<file path="src/rtl/sprite_compositor.sv">
// Sprite compositor: overlays a ROM-backed sprite on a background colour with a
// fixed 3-cycle pixel pipeline. Define SPRITE_COMPOSITOR_BLINK_EN to add frame-based blinking.
module sprite_compositor #(
    parameter int          SPR_W        = 584,
    parameter int          SPR_H        = 167,
    parameter logic [11:0] KEY_COLOR    = 12'hFFF,
    parameter int          BLINK_FRAMES = 30
) (
    input  logic        clk,
    input  logic        rst_n,
    input  logic [9:0]  pix_x,
    input  logic [9:0]  pix_y,
    input  logic        video_on,
    input  logic        frame_start,
    input  logic [9:0]  pos_x,
    input  logic [9:0]  pos_y,
    input  logic        pos_wr,
    output logic        pos_ack,
    input  logic        blink_en,
    input  logic [11:0] bg_color,
    output logic [7:0]  rom_row,
    output logic [9:0]  rom_col,
    input  logic [11:0] rom_data,
    output logic [11:0] rgb_out
);

    localparam logic [10:0] SPR_W_L = 11'(SPR_W);
    localparam logic [10:0] SPR_H_L = 11'(SPR_H);

    logic [9:0]  act_x_r;
    logic [9:0]  act_y_r;
    logic [9:0]  pend_x_r;
    logic [9:0]  pend_y_r;
    logic        pend_r;

    logic [10:0] x_end_s;
    logic [10:0] y_end_s;
    logic        hit_x_s;
    logic        hit_y_s;
    logic        visible_s;
    logic        hit_s;
    logic [9:0]  dx_s;
    logic [9:0]  dy_s;

    logic        hit_d1_r;
    logic        hit_d2_r;
    logic        von_d1_r;
    logic        von_d2_r;

`ifdef SPRITE_COMPOSITOR_BLINK_EN
    typedef enum logic {SHOW = 1'b0, HIDE = 1'b1} blink_state_t;

    localparam int CNT_W = (BLINK_FRAMES > 1) ? $clog2(BLINK_FRAMES) : 1;
    localparam logic [CNT_W-1:0] CNT_LAST = CNT_W'(BLINK_FRAMES - 1);

    blink_state_t     blink_state_r;
    logic [CNT_W-1:0] frame_cnt_r;

    // Blink FSM: toggles SHOW/HIDE every BLINK_FRAMES frame_start pulses while enabled.
    always_ff @(posedge clk or negedge rst_n) begin
        if (!rst_n) begin
            blink_state_r <= SHOW;
            frame_cnt_r   <= '0;
        end else if (!blink_en) begin
            blink_state_r <= SHOW;
            frame_cnt_r   <= '0;
        end else if (frame_start) begin
            if (frame_cnt_r == CNT_LAST) begin
                frame_cnt_r <= '0;
                case (blink_state_r)
                    SHOW:    blink_state_r <= HIDE;
                    HIDE:    blink_state_r <= SHOW;
                    default: blink_state_r <= SHOW;
                endcase
            end else begin
                frame_cnt_r <= frame_cnt_r + CNT_W'(1);
            end
        end else begin
            blink_state_r <= blink_state_r;
            frame_cnt_r   <= frame_cnt_r;
        end
    end

    assign visible_s = (blink_state_r == SHOW);
`else
    // blink_en has no effect in this build; OR-ing with 1 keeps the port referenced.
    assign visible_s = 1'b1 | blink_en;
`endif

    // 11-bit window bounds so a sprite hanging past the screen edge clips instead of wrapping.
    assign x_end_s   = {1'b0, act_x_r} + SPR_W_L;
    assign y_end_s   = {1'b0, act_y_r} + SPR_H_L;
    assign hit_x_s   = ({1'b0, pix_x} >= {1'b0, act_x_r}) && ({1'b0, pix_x} < x_end_s);
    assign hit_y_s   = ({1'b0, pix_y} >= {1'b0, act_y_r}) && ({1'b0, pix_y} < y_end_s);
    assign hit_s     = hit_x_s && hit_y_s && visible_s;
    assign dx_s      = pix_x - act_x_r;
    assign dy_s      = pix_y - act_y_r;

    // Position double-buffer: writes land in pending regs and reach the active regs only on frame_start.
    always_ff @(posedge clk or negedge rst_n) begin
        if (!rst_n) begin
            act_x_r  <= 10'd0;
            act_y_r  <= 10'd0;
            pend_x_r <= 10'd0;
            pend_y_r <= 10'd0;
            pend_r   <= 1'b0;
            pos_ack  <= 1'b0;
        end else if (frame_start && pos_wr) begin
            act_x_r  <= pos_x;
            act_y_r  <= pos_y;
            pend_x_r <= pos_x;
            pend_y_r <= pos_y;
            pend_r   <= 1'b0;
            pos_ack  <= 1'b1;
        end else if (frame_start && pend_r) begin
            act_x_r  <= pend_x_r;
            act_y_r  <= pend_y_r;
            pend_r   <= 1'b0;
            pos_ack  <= 1'b1;
        end else if (pos_wr) begin
            pend_x_r <= pos_x;
            pend_y_r <= pos_y;
            pend_r   <= 1'b1;
            pos_ack  <= 1'b0;
        end else begin
            pos_ack  <= 1'b0;
        end
    end

    // Pixel pipeline: address at N+1, flags aligned to ROM data at N+2, colour at N+3.
    always_ff @(posedge clk or negedge rst_n) begin
        if (!rst_n) begin
            rom_row  <= 8'd0;
            rom_col  <= 10'd0;
            hit_d1_r <= 1'b0;
            hit_d2_r <= 1'b0;
            von_d1_r <= 1'b0;
            von_d2_r <= 1'b0;
            rgb_out  <= 12'h000;
        end else begin
            if (hit_s) begin
                rom_row <= dy_s[7:0];
                rom_col <= dx_s;
            end else begin
                rom_row <= 8'd0;
                rom_col <= 10'd0;
            end
            hit_d1_r <= hit_s;
            von_d1_r <= video_on;
            hit_d2_r <= hit_d1_r;
            von_d2_r <= von_d1_r;
            if (!von_d2_r) begin
                rgb_out <= 12'h000;
            end else if (hit_d2_r && (rom_data != KEY_COLOR)) begin
                rgb_out <= rom_data;
            end else begin
                rgb_out <= bg_color;
            end
        end
    end

endmodule

</file>
<file path="config.mk">
export PLATFORM = sky130hd
export DESIGN_NAME = sprite_compositor
export DESIGN_NICKNAME = d
export VERILOG_FILES = /design/src/rtl/sprite_compositor.sv
export SDC_FILE = /design/constraint.sdc
export NUM_CORES = 1
export LEC_CHECK = 0
export BUFFER_PORTS_ARGS = -buffer_cell sky130_fd_sc_hd__buf_4
export CORE_ASPECT_RATIO = 0.8
export CORE_UTILIZATION = 40
export DETAILED_ROUTE_END_ITERATION = 10
export PLACE_DENSITY_LB_ADDON = 0.1
export SLEW_MARGIN = 15
export SYNTH_ARGS = -nofsm -noshare
export SYNTH_HDL_FRONTEND = slang
export SYNTH_SLANG_ARGS = --single-unit
</file>
<file path="constraint.sdc">
create_clock -name clk -period 4.1 [get_ports clk]
set_input_delay 0.41 -clock clk [delete_from_list [all_inputs] [get_ports clk]]
set_output_delay 0.41 -clock clk [all_outputs]
set_load 0.02 [all_outputs]
</file>
After elaboration in Yosys (flattened, before gate mapping) --
Index checks and enable logic that the tools add are counted.
Word-level totals: memories kept 0, memory bits (writable) 0, input bits 70, bits in latches 0, memory bits (read-only) 0, logic and storage cells 52, flip-flop bits (word level) 76
Operators by class: $add $sub $neg 4, reduce and logical (&&, ||, !) cells 10, eq/ne operators 2, multiplexer cells 19, multipliers 0, $lt $le $gt $ge 4, shift operators 0, div/mod/pow operators 0, bitwise logic cells 0
Operators by type and width (number):
- 10-bit 2-to-1 mux | 11
- 12-bit 2-to-1 mux | 2
- 10-bit by 11-bit < comparator with 1-bit output | 2
- 10-bit >= comparator | 2
- 12-bit != test, second input constant | 1
- 10-bit by 10-bit adder with 11-bit output, second input constant | 1
- 10-bit by 8-bit adder with 11-bit output, second input constant | 1
- 10-bit subtractor | 1
- 8-bit 2-to-1 mux | 1
- 8-bit subtractor | 1
- 1-bit logical AND | 6
- 1-bit 2-to-1 mux | 5
- 2-bit nonzero test | 2
- 3-bit nonzero test | 1
- 2-bit != test, second input constant | 1
- 2-bit AND reduction | 1

Depth between registers and ports, before layout --
depth after elaboration 5, gate-level depth with buffers 13, depth with buffers taken out 13

Worst setup path before layout --
OpenSTA, ideal clock, no wires.
path kind reg-to-reg, start point register act_x_r[3], end point register rom_row[6], stages on the path, launching flop included 14, clock period less this slack 2.338 ns, buffers on the path 1, required time 4.028 ns, path slack 1.762 ns, arrival time 2.266 ns, path through dfrtp_1 -> inv_1 -> nor3_1 -> nor2_1 -> nor2_1 -> xnor2_1 -> ha_1 -> o21ai_0 -> o21ai_0 -> a311o_1 -> o2111ai_2 -> nand4_4 -> buf_6 -> nor2_1
Between the ends: word-level cells in the longest chain between the ends 5, elaborated cells between the ends (all ways) 6
RTL lines:
- from (decl) | RTL line 30 | logic [9:0] act_x_r;
- from (signal assigned) | RTL line 109 | act_x_r <= pos_x;
- from (signal assigned) | RTL line 116 | act_x_r <= pend_x_r;
- 10-bit by 10-bit adder with 11-bit output | RTL line 91 | assign x_end_s = {1'b0, act_x_r} + SPR_W_L;
- 10-bit by 11-bit < comparator with 1-bit output | RTL line 93 | assign hit_x_s = ({1'b0, pix_x} >= {1'b0, act_x_r}) && ({1'b0, pix_x} < x_end_s);
- 1-bit logical AND (*) | RTL line 93
- 1-bit logical AND (*) | RTL line 95 | assign hit_s = hit_x_s && hit_y_s && visible_s;
- 8-bit 2-to-1 mux (*) | RTL line 141 | if (hit_s) begin
- to (signal assigned) | RTL line 142 | rom_row <= dy_s[7:0];
- to (decl) | RTL line 21 | output logic [7:0] rom_row,
Mark *: on every way between the ends. The rest lies on a longest branch, timed or not. A chain may end at the register's enable or synchronous reset.

Worst setup path after layout --
start point register act_y_r[1], end point register rom_row[0]
Between the ends: word-level cells in the longest chain between the ends 5, elaborated cells between the ends (all ways) 6
RTL lines:
- from (decl) | RTL line 31 | logic [9:0] act_y_r;
- from (signal assigned) | RTL line 110 | act_y_r <= pos_y;
- from (signal assigned) | RTL line 117 | act_y_r <= pend_y_r;
- 10-bit by 8-bit adder with 11-bit output | RTL line 92 | assign y_end_s = {1'b0, act_y_r} + SPR_H_L;
- 10-bit by 11-bit < comparator with 1-bit output | RTL line 94 | assign hit_y_s = ({1'b0, pix_y} >= {1'b0, act_y_r}) && ({1'b0, pix_y} < y_end_s);
- 1-bit logical AND (*) | RTL line 94
- 1-bit logical AND (*) | RTL line 95
- named net hit_s | RTL line 41 | logic hit_s;
- 8-bit 2-to-1 mux (*) | RTL line 141
The timed path passes the listed nets; every way through them passes the cells marked *.

==> impl_metrics.tcl <==
set metrics [dict create \
    synthArstFlopShare_pct 100.0 \
    num_rows 33 \
    syn_nets 518 \
    start_util_pct 41.57 \
    synth-main-ff-cell "dfrtp_1" \
    status "finished clean" \
    antenna_cells 0 \
    post-synth-top-count-cell "dfrtp_1" \
    synth_area_per_cell_sq_um 10.58 \
    cpMostUsedCell "ha_1" \
    final_nets 617 \
    fin_area_sq_um 5464 \
    critPathKind "flip-flop to flip-flop" \
    cp.arrival_ps 2990 \
    clockBufferDepth 2 \
    io_buffers 99 \
    synthSimpleGateAreaFrac_pct 11.24 \
    antenna_found_initial 0 \
    die_x_um 118.0 \
    critPathMaxFanout 16 \
    crit_required_ps 4320 \
    ys_warn_count 0 \
    power_density_nw_per_um2 452.6 \
    postRouteAntennaNets 0 \
    clkTransAtPathRegs_ps 50 \
    dr_total_vias 3123 \
    clock_sinks 76 \
    root_buffer "clkbuf_16" \
    syn_inst 407 \
    drive_above_1_share_pct 28.63 \
    p_total_uw 2473 \
    synthTopCellsByCount "dfrtp_1, ha_1, nor2_1" \
    io_pins 101 \
    h-tree-depth 3 \
    synth_top_family_by_area "compound AO/OA/AOI/OAI gates" \
    post-cts-setup-buffers 0 \
    pwr-share-seq_pct 36.3 \
    pwr-share-comb_pct 33.2 \
    synth_top_area_share_pct 44.15 \
    skew_ps 5.826 \
    period_needed_ps 2771 \
    synth_mux_area_share_pct 8.249 \
    wl_per_cell_um 13.28 \
    first_iter_violations 81 \
    drc 0 \
    ys_types 51 \
    netlist_area_sq_um 4308 \
    internal_power_uw 1719 \
    synth-seq-cells 76 \
    cp.buffers_inverters 2 \
    fmax_mhz 360.9 \
    final-setup-viol-count 0 \
    drt-total-wl_um 8629 \
    tightest_slew_ps 924.4 \
    dpl.hpwl_um 6745 \
    grt_pass1_vias 3067 \
    ctsHoldBuffers 0 \
    slew_viol_final 0 \
    slew_headroom_pct 38.37 \
    cts_tree "built" \
    hold_violations 0 \
    die_y_um 94.82 \
    end_kind "flip-flop" \
    hold_class "input pin to flip-flop" \
    grt_max_degree 77 \
    dieArea_sq_um 11190 \
    synthTopCellsByArea "dfrtp_1, ha_1, mux2_2" \
    yosys.area.top_type "dfrtp_1" \
    cap_violations 0 \
    start_kind "flip-flop" \
    fillers 950 \
    gp_congestion 0.8142 \
    synth_compound_area_share_pct 15.07 \
    placed_area_sq_um 5179 \
    slowest_delay_ps 370 \
    viasPerCell 4.805 \
    grt_pass1_wl_um 14790 \
    switching_share_pct 30.48 \
    vdd_drop_max_uv 204.5 \
    synthXorXnorAreaFrac_pct 5.083 \
    coreArea_sq_um 10360 \
    clk_latency_ps 330 \
    syn2layout_area_growth_pct 26.84 \
    power_frac_clock_pct 30.6 \
    cts_resized 0 \
    post-route-period-util_pct 67.58 \
    slowest_stage "dfrtp_1" \
    grt_use_total_pct 16.87 \
    crit_family "compound AO/OA/AOI/OAI gates" \
    drtPass1Iterations 4 \
    p_leak_uw 0.002703 \
    fin_tns_setup_ps 0 \
    cts_buffers 9 \
    rsz0062_at_grt "no" \
    switchingPower_uw 753.8 \
    crit_chain "inv_1 -> ha_1 -> nand2b_1 -> a41oi_1 -> xnor2_1 -> ha_1 -> nand4_1 -> nor2_1 -> o31ai_1 -> a31o_2 -> nand4_4 -> inv_2 -> and2_1" \
    synth_fa_ha_area_share_pct 12.26 \
    synth_edf_count 0 \
    yosysSeqAreaShare_pct 44.15 \
    overflow 0 \
]
[per-stage QoR]
stage / hold slack (ps) / setup WS (ps) / utilization [%] / std cells
final: 188.4 / 1329 / 52.72 / 650
after CTS: 174.4 / 1294 / 52.72 / 650
after detailed placement: 334.7 / 1324 / 49.97 / 635
after global routing: 173.8 / 1021 / 52.72 / 650
after global placement: 332.1 / 1369 / 49.95 / 635
after floorplan: 114.4 / 1762 / - / 407
[cells in the final DEF (no fill, tap or decap), types with 12 or more instances in the layout]
cell type,count
buf_4,100
ha_1,39
xnor2_1,19
inv_1,29
nor2b_1,13
a21oi_1,12
mux2_2,20
nand2_1,22
nor2_1,33
dfrtp_1,76
mux2i_1,13
o21ai_0,26
a22o_1,18
[per-layer routing]
metal  part of all wire, %  vias up  GRT usage [%]
li1                      -     1637              -
met3                   5.7       10          5.495
met2                    42       84          25.00
met4                   1.4        0          6.410
met1                    51     1392          22.87
met5                     0        -              0
[worst paths after layout]
check | start | to | slack, ps | cells after the start
hold reg to reg | hit_d1_r$_DFF_PN0_ | hit_d2_r$_DFF_PN0_ | 350 | 0
min in group asynchronous | rst_n | rgb_out[4]$_DFF_PN0_ | 220 | 1
hold / removal | video_on | von_d1_r$_DFF_PN0_ | 190 | 1
setup reg to reg | act_y_r[1]$_DFFE_PN0N_ | rom_row[0]$_DFF_PN0_ | 1330 | 13
max in group asynchronous | rst_n | act_x_r[2]$_DFFE_PN0N_ | 3280 | 1
setup / recovery | act_y_r[1]$_DFFE_PN0N_ | rom_row[0]$_DFF_PN0_ | 1330 | 13
[layout make-up]
class | count | area, sq um | area share [%]
sequential | 76 | 1902 | 34.81
timing repair buffer | 100 | 750.7 | 13.74
tap | 140 | 175.2 | 3.206
clock inverter | 2 | 35.03 | 0.6412
clock buffer | 13 | 250.2 | 4.580
multi-input combinational | 289 | 2238 | 40.97
inverter | 30 | 112.6 | 2.061
[worst reg2reg max path: cells and delay by family, from the launching register on]
family	cells	cell delay, ps
adders and majority gates	2	540
xor gates and xnor gates	1	120
and+or+nand+nor	5	660
buffers and inverters	2	270
DFF	1	370
AOI/OAI and AO/OA	3	710
[registers in the layout, summed over array words and instances (netlist names)]
register  cells
act_x_r      10
act_y_r      10
hit_d1_r      1
hit_d2_r      1
pend_r        1
pend_x_r     10
pend_y_r     10
pos_ack       1
rgb_out      12
rom_col      10
rom_row       8
von_d1_r      1
von_d2_r      1
[kinds of logic (layout without fill, tap and decap cells)]
logic type / after synthesis / in the layout
and+or+nand+nor: 98 / 98
adders and majority gates: 41 / 41
AOI/OAI and AO/OA: 92 / 92
xor gates and xnor gates: 25 / 25
DFF: 76 / 76
buffers and inverters: 42 / 145
muxes: 33 / 33
[power groups by stage]
stage          Clock (uW)  Combinational [uW]  Sequential (uW)
6_report              756                 820              897
3_5_place_dp            0                 829              911
3_3_place_gp            0                 817              908
5_1_grt               810                 921              910
2_1_floorplan           0                 515              967
4_1_cts               784                 832              897
Power figures use the tool's default switching activity.
